===== src/rtl/ps2_pkg.sv =====
// Shared definitions for the PS/2 scan-code receiver: FSM encoding,
// prefix bytes and the decoded-key entry layout.
package ps2_pkg;

    typedef enum logic [1:0] {
        ST_IDLE   = 2'd0,
        ST_DATA   = 2'd1,
        ST_PARITY = 2'd2,
        ST_STOP   = 2'd3
    } ps2_state_t;

    localparam logic [7:0] PS2_EXT = 8'hE0;
    localparam logic [7:0] PS2_BRK = 8'hF0;
    localparam int         KEY_W   = 10;

    typedef struct packed {
        logic [7:0] code;
        logic       brk;
        logic       ext;
    } ps2_key_t;

endpackage


===== src/rtl/ps2_key_fifo.sv =====
// Show-ahead FIFO for decoded keys with a registered head entry and a
// one-cycle overflow pulse when a push is dropped.
module ps2_key_fifo #(
    parameter int DEPTH = 4,
    parameter int W     = 10
) (
    input  logic         clk,
    input  logic         rst,
    input  logic         push,
    input  logic [W-1:0] push_data,
    input  logic         ready,
    output logic [W-1:0] head,
    output logic         valid,
    output logic         overflow
);
    localparam int AW = $clog2(DEPTH);
    localparam int PW = AW + 1;

    logic [W-1:0]  mem [DEPTH];
    logic [PW-1:0] wr_ptr, rd_ptr, wr_next, rd_next;
    logic          full, do_pop, do_push;

    // Handshake: the head entry is consumed on any cycle where valid && ready;
    // valid never drops while the FIFO holds an entry, and head is stable until popped.
    assign full    = (wr_ptr[AW] != rd_ptr[AW]) && (wr_ptr[AW-1:0] == rd_ptr[AW-1:0]);
    assign do_pop  = valid && ready;
    assign do_push = push && (!full || do_pop);
    assign wr_next = wr_ptr + PW'(do_push);
    assign rd_next = rd_ptr + PW'(do_pop);

    always_ff @(posedge clk) begin
        if (do_push) begin
            mem[wr_ptr[AW-1:0]] <= push_data;
        end
    end

    always_ff @(posedge clk or posedge rst) begin
        if (rst) begin
            wr_ptr   <= '0;
            rd_ptr   <= '0;
            valid    <= 1'b0;
            head     <= '0;
            overflow <= 1'b0;
        end else begin
            wr_ptr   <= wr_next;
            rd_ptr   <= rd_next;
            valid    <= (wr_next != rd_next);
            overflow <= push && full && !do_pop;
            // The entry being written this cycle may become the new head.
            if (do_push && (rd_next == wr_ptr)) begin
                head <= push_data;
            end else begin
                head <= mem[rd_next[AW-1:0]];
            end
        end
    end

endmodule


===== src/rtl/ps2_scan_rx.sv =====
// PS/2 keyboard receiver: synchronise and filter the bus, deframe 11-bit
// frames, fold E0/F0 prefixes into flags and queue decoded keys.
module ps2_scan_rx
    import ps2_pkg::*;
#(
    parameter int SYNC_STAGES    = 2,
    parameter int FILTER_LEN     = 4,
    parameter int TIMEOUT_CYCLES = 100000,
    parameter int FIFO_DEPTH     = 4,
    parameter bit PARITY_CHECK   = 1'b1
) (
    input  logic       clk,
    input  logic       rst,
    input  logic       kb_clk,
    input  logic       kb_data,
    output logic [7:0] code,
    output logic       is_break,
    output logic       is_ext,
    output logic       code_valid,
    input  logic       code_ready,
    output logic       parity_err,
    output logic       frame_err,
    output logic       overflow
);
    localparam int FCW = (FILTER_LEN > 1) ? $clog2(FILTER_LEN) : 1;
    localparam int TOW = $clog2(TIMEOUT_CYCLES + 1);
    localparam logic [TOW-1:0] TO_LAST = TOW'(TIMEOUT_CYCLES - 1);

    logic [SYNC_STAGES-1:0] clk_sync, data_sync;
    logic                   clk_s, data_s;
    logic                   clk_filt, filt_hit, fall;
    logic [FCW-1:0]         filt_cnt;

    ps2_state_t     state;
    logic [2:0]     bit_cnt;
    logic [7:0]     shreg, byte_q;
    logic           par_bit, byte_stb, frame_bad;
    logic [TOW-1:0] to_cnt;
    logic           ext_pend, brk_pend, key_push;
    ps2_key_t       head_key;

    always_ff @(posedge clk or posedge rst) begin
        if (rst) begin
            clk_sync  <= '1;
            data_sync <= '1;
        end else begin
            clk_sync  <= {clk_sync[SYNC_STAGES-2:0], kb_clk};
            data_sync <= {data_sync[SYNC_STAGES-2:0], kb_data};
        end
    end

    assign clk_s  = clk_sync[SYNC_STAGES-1];
    assign data_s = data_sync[SYNC_STAGES-1];

    // filt_cnt counts consecutive samples that disagree with clk_filt.
    assign filt_hit = (clk_s != clk_filt) && (filt_cnt == FCW'(FILTER_LEN - 1));
    assign fall     = filt_hit && clk_filt;

    always_ff @(posedge clk or posedge rst) begin
        if (rst) begin
            clk_filt <= 1'b1;
            filt_cnt <= '0;
        end else if (clk_s == clk_filt) begin
            filt_cnt <= '0;
        end else if (filt_hit) begin
            clk_filt <= clk_s;
            filt_cnt <= '0;
        end else begin
            filt_cnt <= filt_cnt + FCW'(1);
        end
    end

    always_ff @(posedge clk or posedge rst) begin
        if (rst) begin
            state      <= ST_IDLE;
            bit_cnt    <= '0;
            shreg      <= '0;
            par_bit    <= 1'b0;
            to_cnt     <= '0;
            byte_q     <= '0;
            byte_stb   <= 1'b0;
            frame_err  <= 1'b0;
            parity_err <= 1'b0;
            frame_bad  <= 1'b0;
        end else begin
            byte_stb   <= 1'b0;
            frame_err  <= 1'b0;
            parity_err <= 1'b0;
            frame_bad  <= 1'b0;
            to_cnt     <= (state == ST_IDLE || fall) ? '0 : to_cnt + TOW'(1);
            // A stalled partial frame is dropped; prefix flags survive it.
            if (state != ST_IDLE && !fall && to_cnt == TO_LAST) begin
                state     <= ST_IDLE;
                frame_err <= 1'b1;
            end else if (fall) begin
                case (state)
                    ST_IDLE: begin
                        if (data_s) begin
                            frame_err <= 1'b1;
                            frame_bad <= 1'b1;
                        end else begin
                            state   <= ST_DATA;
                            bit_cnt <= '0;
                        end
                    end
                    ST_DATA: begin
                        shreg   <= {data_s, shreg[7:1]};
                        bit_cnt <= bit_cnt + 3'd1;
                        if (bit_cnt == 3'd7) begin
                            state <= ST_PARITY;
                        end
                    end
                    ST_PARITY: begin
                        par_bit <= data_s;
                        state   <= ST_STOP;
                    end
                    ST_STOP: begin
                        state <= ST_IDLE;
                        if (!data_s) begin
                            frame_err <= 1'b1;
                            frame_bad <= 1'b1;
                        end else if (PARITY_CHECK && !(^{shreg, par_bit})) begin
                            parity_err <= 1'b1;
                            frame_bad  <= 1'b1;
                        end else begin
                            byte_stb <= 1'b1;
                            byte_q   <= shreg;
                        end
                    end
                    default: state <= ST_IDLE;
                endcase
            end
        end
    end

    assign key_push = byte_stb && (byte_q != PS2_EXT) && (byte_q != PS2_BRK);

    always_ff @(posedge clk or posedge rst) begin
        if (rst) begin
            ext_pend <= 1'b0;
            brk_pend <= 1'b0;
        end else if (byte_stb) begin
            if (byte_q == PS2_EXT) begin
                ext_pend <= 1'b1;
            end else if (byte_q == PS2_BRK) begin
                brk_pend <= 1'b1;
            end else begin
                ext_pend <= 1'b0;
                brk_pend <= 1'b0;
            end
        end else if (frame_bad) begin
            ext_pend <= 1'b0;
            brk_pend <= 1'b0;
        end
    end

    ps2_key_fifo #(
        .DEPTH(FIFO_DEPTH),
        .W    (KEY_W)
    ) u_fifo (
        .clk      (clk),
        .rst      (rst),
        .push     (key_push),
        .push_data({byte_q, brk_pend, ext_pend}),
        .ready    (code_ready),
        .head     (head_key),
        .valid    (code_valid),
        .overflow (overflow)
    );

    assign code     = head_key.code;
    assign is_break = head_key.brk;
    assign is_ext   = head_key.ext;

endmodule


===== config.mk =====
export PLATFORM = sky130hd
export DESIGN_NAME = ps2_scan_rx
export DESIGN_NICKNAME = d
export VERILOG_FILES = /design/src/rtl/ps2_pkg.sv /design/src/rtl/ps2_key_fifo.sv /design/src/rtl/ps2_scan_rx.sv
export SDC_FILE = /design/constraint.sdc
export NUM_CORES = 1
export LEC_CHECK = 0
export CAP_MARGIN = 20
export CORE_ASPECT_RATIO = 1.4
export CORE_MARGIN = 10
export CORE_UTILIZATION = 40
export DETAILED_ROUTE_END_ITERATION = 7
export GPL_TIMING_DRIVEN = 1
export SETUP_SLACK_MARGIN = 0.5
export SYNTH_ARGS = -nofsm -noshare
export SYNTH_HDL_FRONTEND = slang
export SYNTH_SLANG_ARGS = --single-unit

===== constraint.sdc =====
create_clock -name clk -period 2.7 [get_ports clk]
set_input_delay 0.27 -clock clk [delete_from_list [all_inputs] [get_ports clk]]
set_output_delay 0.27 -clock clk [all_outputs]
set_load 0.02 [all_outputs]

### Word-level counts from Yosys, hierarchy flattened

Memories as Yosys holds them, arrays and structs flattened.
Cells that the tools add are included.

| word-level totals | value |
|---|---|
| memories | 1 |
| flip-flop bits (word level) | 70 |
| input bits | 5 |
| RAM bits | 40 |
| logic and storage cells | 120 |
| output and inout port bits | 14 |

Memory list:

| memory | depth | width | rd ports | clocked after Yosys merged registers in | write ports | RTL line | text |
|---|---|---|---|---|---|---|---|
| u_fifo.mem | 4 | 10 | 1 | 0 | 1 | ps2_key_fifo.sv:19 | `logic [W-1:0] mem [DEPTH];` |

| operators by class | value |
|---|---|
| reduce and logical (&&, ||, !) cells | 31 |
| bitwise logic cells | 2 |
| muxes and demuxes | 39 |
| add/sub/neg operators | 5 |
| equality and inequality tests | 21 |

Operators by type and width:

| cell | count |
|---|---|
| 1-bit 2-to-1 mux | 26 |
| 17-bit by 1-bit adder with 17-bit output, second input constant | 1 |
| 17-bit == test, second input constant | 1 |
| 17-bit 2-to-1 mux | 1 |
| 8-bit == test, second input constant | 2 |
| 8-bit inequality test, second input constant | 2 |
| 1-bit logical AND | 12 |
| 2-bit 2-to-1 mux | 6 |
| 10-bit 2-to-1 mux | 1 |
| 3-bit AND reduction | 3 |
| 9-bit parity | 1 |
| 2-bit one-hot mux with 4 select lines | 1 |
| 2-bit nonzero test | 4 |
| 3-bit by 1-bit adder with 3-bit output | 2 |
| 2-bit == test, second input constant | 3 |
| 3-bit inequality test, second input constant | 2 |
| 3-bit one-hot mux with 2 select lines | 1 |
| 2-bit AND reduction | 3 |
| 5-bit AND reduction | 1 |
| 2-bit inequality test, second input constant | 2 |
| 1-bit one-hot mux with 2 select lines | 2 |
| 4-bit AND reduction | 1 |
| 3-bit by 1-bit adder with 3-bit output, second input constant | 1 |
| 3-bit == test | 1 |
| other kinds (13) | 18 |

### Logic depth before layout (Yosys ltp)

| depth | value |
|---|---|
| depth after elaboration | 8 |
| gate-level depth with buffers | 9 |
| gate-level depth less buffers | 8 |

### Cells and area by module

A second synthesis with hierarchy kept.

| second synthesis, totals | value |
|---|---|
| cells, all modules | 322 |
| area, all modules | 4664.5 µm² |

Modules (own cells, without submodules):

| module | instances | sequential area each (µm²) | area each (µm²) | cells an instance |
|---|---|---|---|---|
| ps2_scan_rx | 1 | 1307.5 | 2421.1 | 213 |
| ps2_key_fifo | 1 | 1651.6 | 2243.4 | 109 |

### Least setup slack after synthesis

No wires, ideal clock.

| path | value |
|---|---|
| path type | register to register |
| start | register u_fifo.valid |
| end | register u_fifo.valid |
| library setup time | 0.131 ns |
| setup slack | 0.138 ns |
| buffers on the path | 1 |
| cell stages (with the launch flop) | 10 |
| clock period less this slack | 2.562 ns |
| arrival time | 2.430 ns |
| required time | 2.569 ns |
| path through | dfrtp_1 > and2_1 > or4_1 > and3_1 > buf_6 > ha_1 > ha_1 > xor2_1 > xnor2_1 > or3_1 |

| between the ends | value |
|---|---|
| cells in the longest elaborated chain, start to end | 5 |
| elaborated cells on any way between the ends | 6 |
| those cells by class | add/sub (2); eq/ne (1); reduce/logical (3) |

Ends and longest elaborated chain:

| what | RTL line | text |
|---|---|---|
| start: declaration | ps2_key_fifo.sv:13 | `output logic valid,` |
| start signal: assignment | ps2_key_fifo.sv:47 | `valid <= (wr_next != rd_next);` |
| 1-bit logical AND | ps2_key_fifo.sv:26 | `assign do_pop = valid && ready;` |
| 1-bit logical OR | ps2_key_fifo.sv:27 | `assign do_push = push && (!full \|\| do_pop);` |
| 1-bit logical AND | ps2_key_fifo.sv:27 |  |
| 3-bit by 1-bit adder with 3-bit output | ps2_key_fifo.sv:28 | `assign wr_next = wr_ptr + PW'(do_push);` |
| named net u_fifo.wr_next[2] | ps2_key_fifo.sv:20 | `logic [PW-1:0] wr_ptr, rd_ptr, wr_next, rd_next;` |
| 3-bit inequality test | ps2_key_fifo.sv:47 |  |

The timed path passes the listed nets, and every way through them passes these cells.
A chain may end at the register's enable or synchronous reset.

### Worst setup path after layout

| path | value |
|---|---|
| start | register u_fifo.wr_ptr[2] |
| end | register u_fifo.valid |

| between the ends | value |
|---|---|
| cells in the longest elaborated chain, start to end | 7 |

Ends and longest elaborated chain:

| what | RTL line | text |
|---|---|---|
| start: declaration | ps2_key_fifo.sv:20 |  |
| start signal: assignment | ps2_key_fifo.sv:45 | `wr_ptr <= wr_next;` |
| 1-bit inequality test | ps2_key_fifo.sv:25 | `assign full = (wr_ptr[AW] != rd_ptr[AW]) && (wr_ptr[AW-1:0] == rd_ptr[AW-1:0]);` |
| 1-bit logical AND | ps2_key_fifo.sv:25 |  |
| 1-bit logical NOT | ps2_key_fifo.sv:27 |  |
| 1-bit logical OR | ps2_key_fifo.sv:27 |  |
| 1-bit logical AND | ps2_key_fifo.sv:27 |  |
| 3-bit by 1-bit adder with 3-bit output | ps2_key_fifo.sv:28 |  |
| named net u_fifo.wr_next[1] | ps2_key_fifo.sv:20 |  |
| 3-bit inequality test | ps2_key_fifo.sv:47 |  |

The timed path passes the listed nets, and every way through them passes these cells.

==> results.toml <==
[run_status]
outcome = "finished clean"

[synth]
yosys-top-cells-area = "dfrtp_1 35%, edfxtp_1 26%, mux4_2 4.9%, mux2_2 3.9%, ha_1 3.5%"
ys_types = 44
netlist_area_um2 = 4639
synth_mux_area_frac = 0.1219
netlist_instances = 316
synth_fa_ha_area_frac = 0.03506
synth_edf_count = 40
async_flop_share = 0.6364
synth_xor_area_frac = 0.06526
yosys.area.top_type = "dfrtp_1"
synth_flop_cell = "dfrtp_1"
synthSimpleGateAreaFrac = 0.09358
synth_top_family_by_area = "multiplexers"
synth.avg_cell_area_um2 = 14.68
ys_seq_area_frac = 0.6378
yosysTopAreaCellShare = 0.3506
mappedNetlistNets = 334
ys_warn_count = 0
ys_ff_latch = 110
synth-compound-area-share = 0.02832

[place]
dp_hpwl_um = 5277
portBuffers = 18
gpl.final_weighted_congestion = 0.7513

[worst_setup_path]
crit_path_start_kind = "flop"
path_class = "flop to flop"
ff2ff_path_depth = 7
critPathMaxFanout = 4
regToRegStartpoint = "u_fifo.wr_ptr[2]$_DFF_PP0_"
path_cells = "xnor2_1, or4_4, and3_4, ha_4, ha_4, xor2_1, or3_1"
critical_path_buf_inv_count = 0
r2r-end = "u_fifo.valid$_DFF_PP0_"
cp.required_ns = 2.93
cp_data_arrival_time_ns = 2.53
worst_path_largest_cell_delay_ns = 0.54
end_kind = "flop"
cp-startpoint = "u_fifo.wr_ptr[2]$_DFF_PP0_"
crit_slowest_cell = "or4_4"
reg2reg_setup_slack_ns = 0.40
cpMostUsedCell = "ha_4"
crit_family = "simple AND/OR/NAND/NOR gates"

[detailed_routing]
finalWirelength_um = 7777
wl_per_cell_um = 15.49
met2_length_um = 4133
highest_layer = "met4"
drt_iter0_markers = 82
drc_errors = 0
dr_total_vias = 2538
m1WireLength_um = 3218
dr.pass1.iters = 4
drtAntennaViolNets = 0
wl_met3_um = 269
via_per_inst = 5.056

[floorplanning]
ios = 19
rows = 46
dieArea_um2 = 16370
core_area_um2 = 11340
start_util = 0.4092
die_y_um = 147.4
die_width_um = 111.0

[clocking]
numCtsBuffers = 9
htreeDepth = 3
clock_path_buffers = 2
insertion_delay_ns = 0.35
cts_sinks = 110
cts_tree = "built"
root_buffer = "clkbuf_16"
clk_pin_slew_ns = 0.07

[timing]
period_share = 0.8531
fin_worst_skew_ns = 0.008844
slew_viol_final = 0
finalHoldViolations = 0
tns_ns = 0
finalSetupViolCount = 0
fin_crit_ns = 2.303
rsz0062_at_grt = "true"
fmax_ghz = 0.4342
maxSlewHeadroom = 0.5935
tightestPinTransition_ns = 0.6042

[flow_run]
cap_violations = 0

[min_path]
hold_path_class = "primary input to asynchronous set/reset pin"

[pwr]
power_density_nw_per_um2 = 624.6
leakage_uw = 0.002312
peakVddDrop_uv = 320.0

[global_routing]
overflow = 0
grt_pass1_wl_um = 13470
antenna_found_initial = 0
grt.total_usage = 0.1003
grt_pass1_vias = 2791
grt_max_degree = 49

[layout]
finalNetCount = 371
insertedDiodeCount = 0
drive_gt1_frac = 0.2542
synthToLayoutAreaGrowth_pct = 18.93
utilization = 0.4866
==> how the worst max path moves through the flow <==
stage,slack (ns),depth (start not counted),endpoint
detailed placement,0.06,9,u_fifo.valid$_DFF_PP0_
floorplan,0.26,9,u_fifo.valid$_DFF_PP0_
finish,0.40,7,u_fifo.valid$_DFF_PP0_
global placement,0.10,9,u_fifo.valid$_DFF_PP0_
global route,0.33,8,u_fifo.valid$_DFF_PP0_
CTS,0.38,7,u_fifo.valid$_DFF_PP0_
==> registers in the layout (all words and copies together), names as in the netlist, 2 cells and up <==
register / count
u_fifo.mem: 40
state: 2
u_fifo.head: 10
byte_q: 8
u_fifo.rd_ptr: 3
to_cnt: 17
filt_cnt: 2
u_fifo.wr_ptr: 3
clk_sync: 2
shreg: 8
bit_cnt: 3
data_sync: 2
==> metrics by stage <==
step | instances | setup slack [ns] | cell area [µm²] | power [µW] | hold WS, ns
after floorplan | 316 | 0.2650 | 4682 | 2033 | 0.2745
after global placement | 478 | 0.1018 | 5092 | 2102 | 0.3470
after detailed placement | 478 | 0.05802 | 5092 | 2113 | 0.3472
after CTS | 499 | 0.3817 | 5456 | 3498 | 0.2813
after global routing | 502 | 0.3295 | 5518 | 3608 | 0.3123
final | 502 | 0.3967 | 5518 | 3446 | 0.2656
==> report_power, final <==
part	total (µW)	leakage, µW	internal (µW)	switching [µW]
registers	1810	0.00135	1780	35.9
clock network	1380	0.000150	741	638
logic	256	0.000815	102	154
==> layout make-up <==
type                       instances  area, µm²
multi-input combinational        188       1670
clock inverter                     7      86.33
inverter                          10      37.54
tap                              144      180.2
fill                             971       5821
sequential                       110       2963
clock buffer                       9      225.2
timing repair buffer              34      355.3
==> worst reg2reg max path, stage by stage (launching register included) <==
cell and delay (ns):
dfrtp_2 0.42, xnor2_1 0.13, or4_4 0.54, and3_4 0.21, ha_4 0.16, ha_4 0.21, xor2_1 0.15, or3_1 0.37
==> synthesized netlist by cell type, drive strengths merged, types with 2 or more instances <==
cell and number:
nand2b 2, mux2 26, edfxtp 40, inv 10, xnor2 18, or3 3
nand2 18, nor4b 2, a21oi 3, or4 2, and3 2, ha 13
mux4 10, clkbuf 2, a32o 2, xor2 14, buf 6, o21ai 10
dfstp 5, and4 2, o211ai 2, nor4 2, nor2 29, nand4 7
nor3b 2, nand3 4, nor2b 2, nor3 3, dfrtp 65
==> kinds of logic (layout without fill, tap and decap cells) <==
| logic type | after synthesis | after routing |
|---|---|---|
| flops | 110 | 110 |
| simple gates | 84 | 84 |
| mux | 37 | 37 |
| xor+xnor | 33 | 33 |
| compound gates | 21 | 21 |
| buf+inv | 18 | 60 |
| fa+ha+maj | 13 | 13 |
==> timing repair <==
| action | CTS | global route |
|---|---|---|
| buffers inserted | 5 | 2 |
| endpoints found under the setup margin | 31 | 11 |
| gates resized for setup | 6 | 4 |
| pin swaps | 2 | 3 |
| cloned | 0 | 1 |
| hold buffers | 0 | 0 |
==> per-layer routing <==
layer | vias up | global-route usage
li1 | 1217 | -
met1 | 1280 | 0.1075
met2 | 29 | 0.1770
met3 | 12 | 0.02592
met4 | 0 | 0.05348
met5 | - | 0
==> cells in the final DEF, fill, tap and decap left out, types with 2 or more instances in the layout <==
| master | synthesis | routed |
|---|---|---|
| buf_12 | 0 | 3 |
| nand3_1 | 4 | 4 |
| dfrtp_1 | 65 | 62 |
| mux2_4 | 10 | 10 |
| xor2_1 | 14 | 13 |
| ha_4 | 0 | 3 |
| o21ai_0 | 10 | 10 |
| inv_1 | 10 | 9 |
| dfrtp_2 | 0 | 3 |
| clkdlybuf4s50_1 | 0 | 18 |
| a21oi_1 | 3 | 3 |
| nand4_1 | 7 | 7 |
| buf_4 | 0 | 12 |
| nor3_1 | 3 | 3 |
| inv_6 | 0 | 2 |
| clkbuf_16 | 0 | 10 |
| o211ai_1 | 2 | 2 |
| inv_8 | 0 | 2 |
| nor2_1 | 29 | 27 |
| dfstp_2 | 5 | 5 |
| nor2_2 | 0 | 2 |
| nand2b_1 | 2 | 2 |
| and4_1 | 2 | 2 |
| mux2_2 | 16 | 16 |
| xnor2_1 | 18 | 17 |
| nor4_1 | 2 | 2 |
| or3_1 | 3 | 3 |
| nand2_1 | 18 | 18 |
| ha_1 | 13 | 9 |
| a32o_1 | 2 | 2 |
| edfxtp_1 | 40 | 40 |
| mux4_2 | 10 | 10 |
| nor2b_1 | 2 | 2 |
Note: power is estimated with default switching activity, not from simulation.
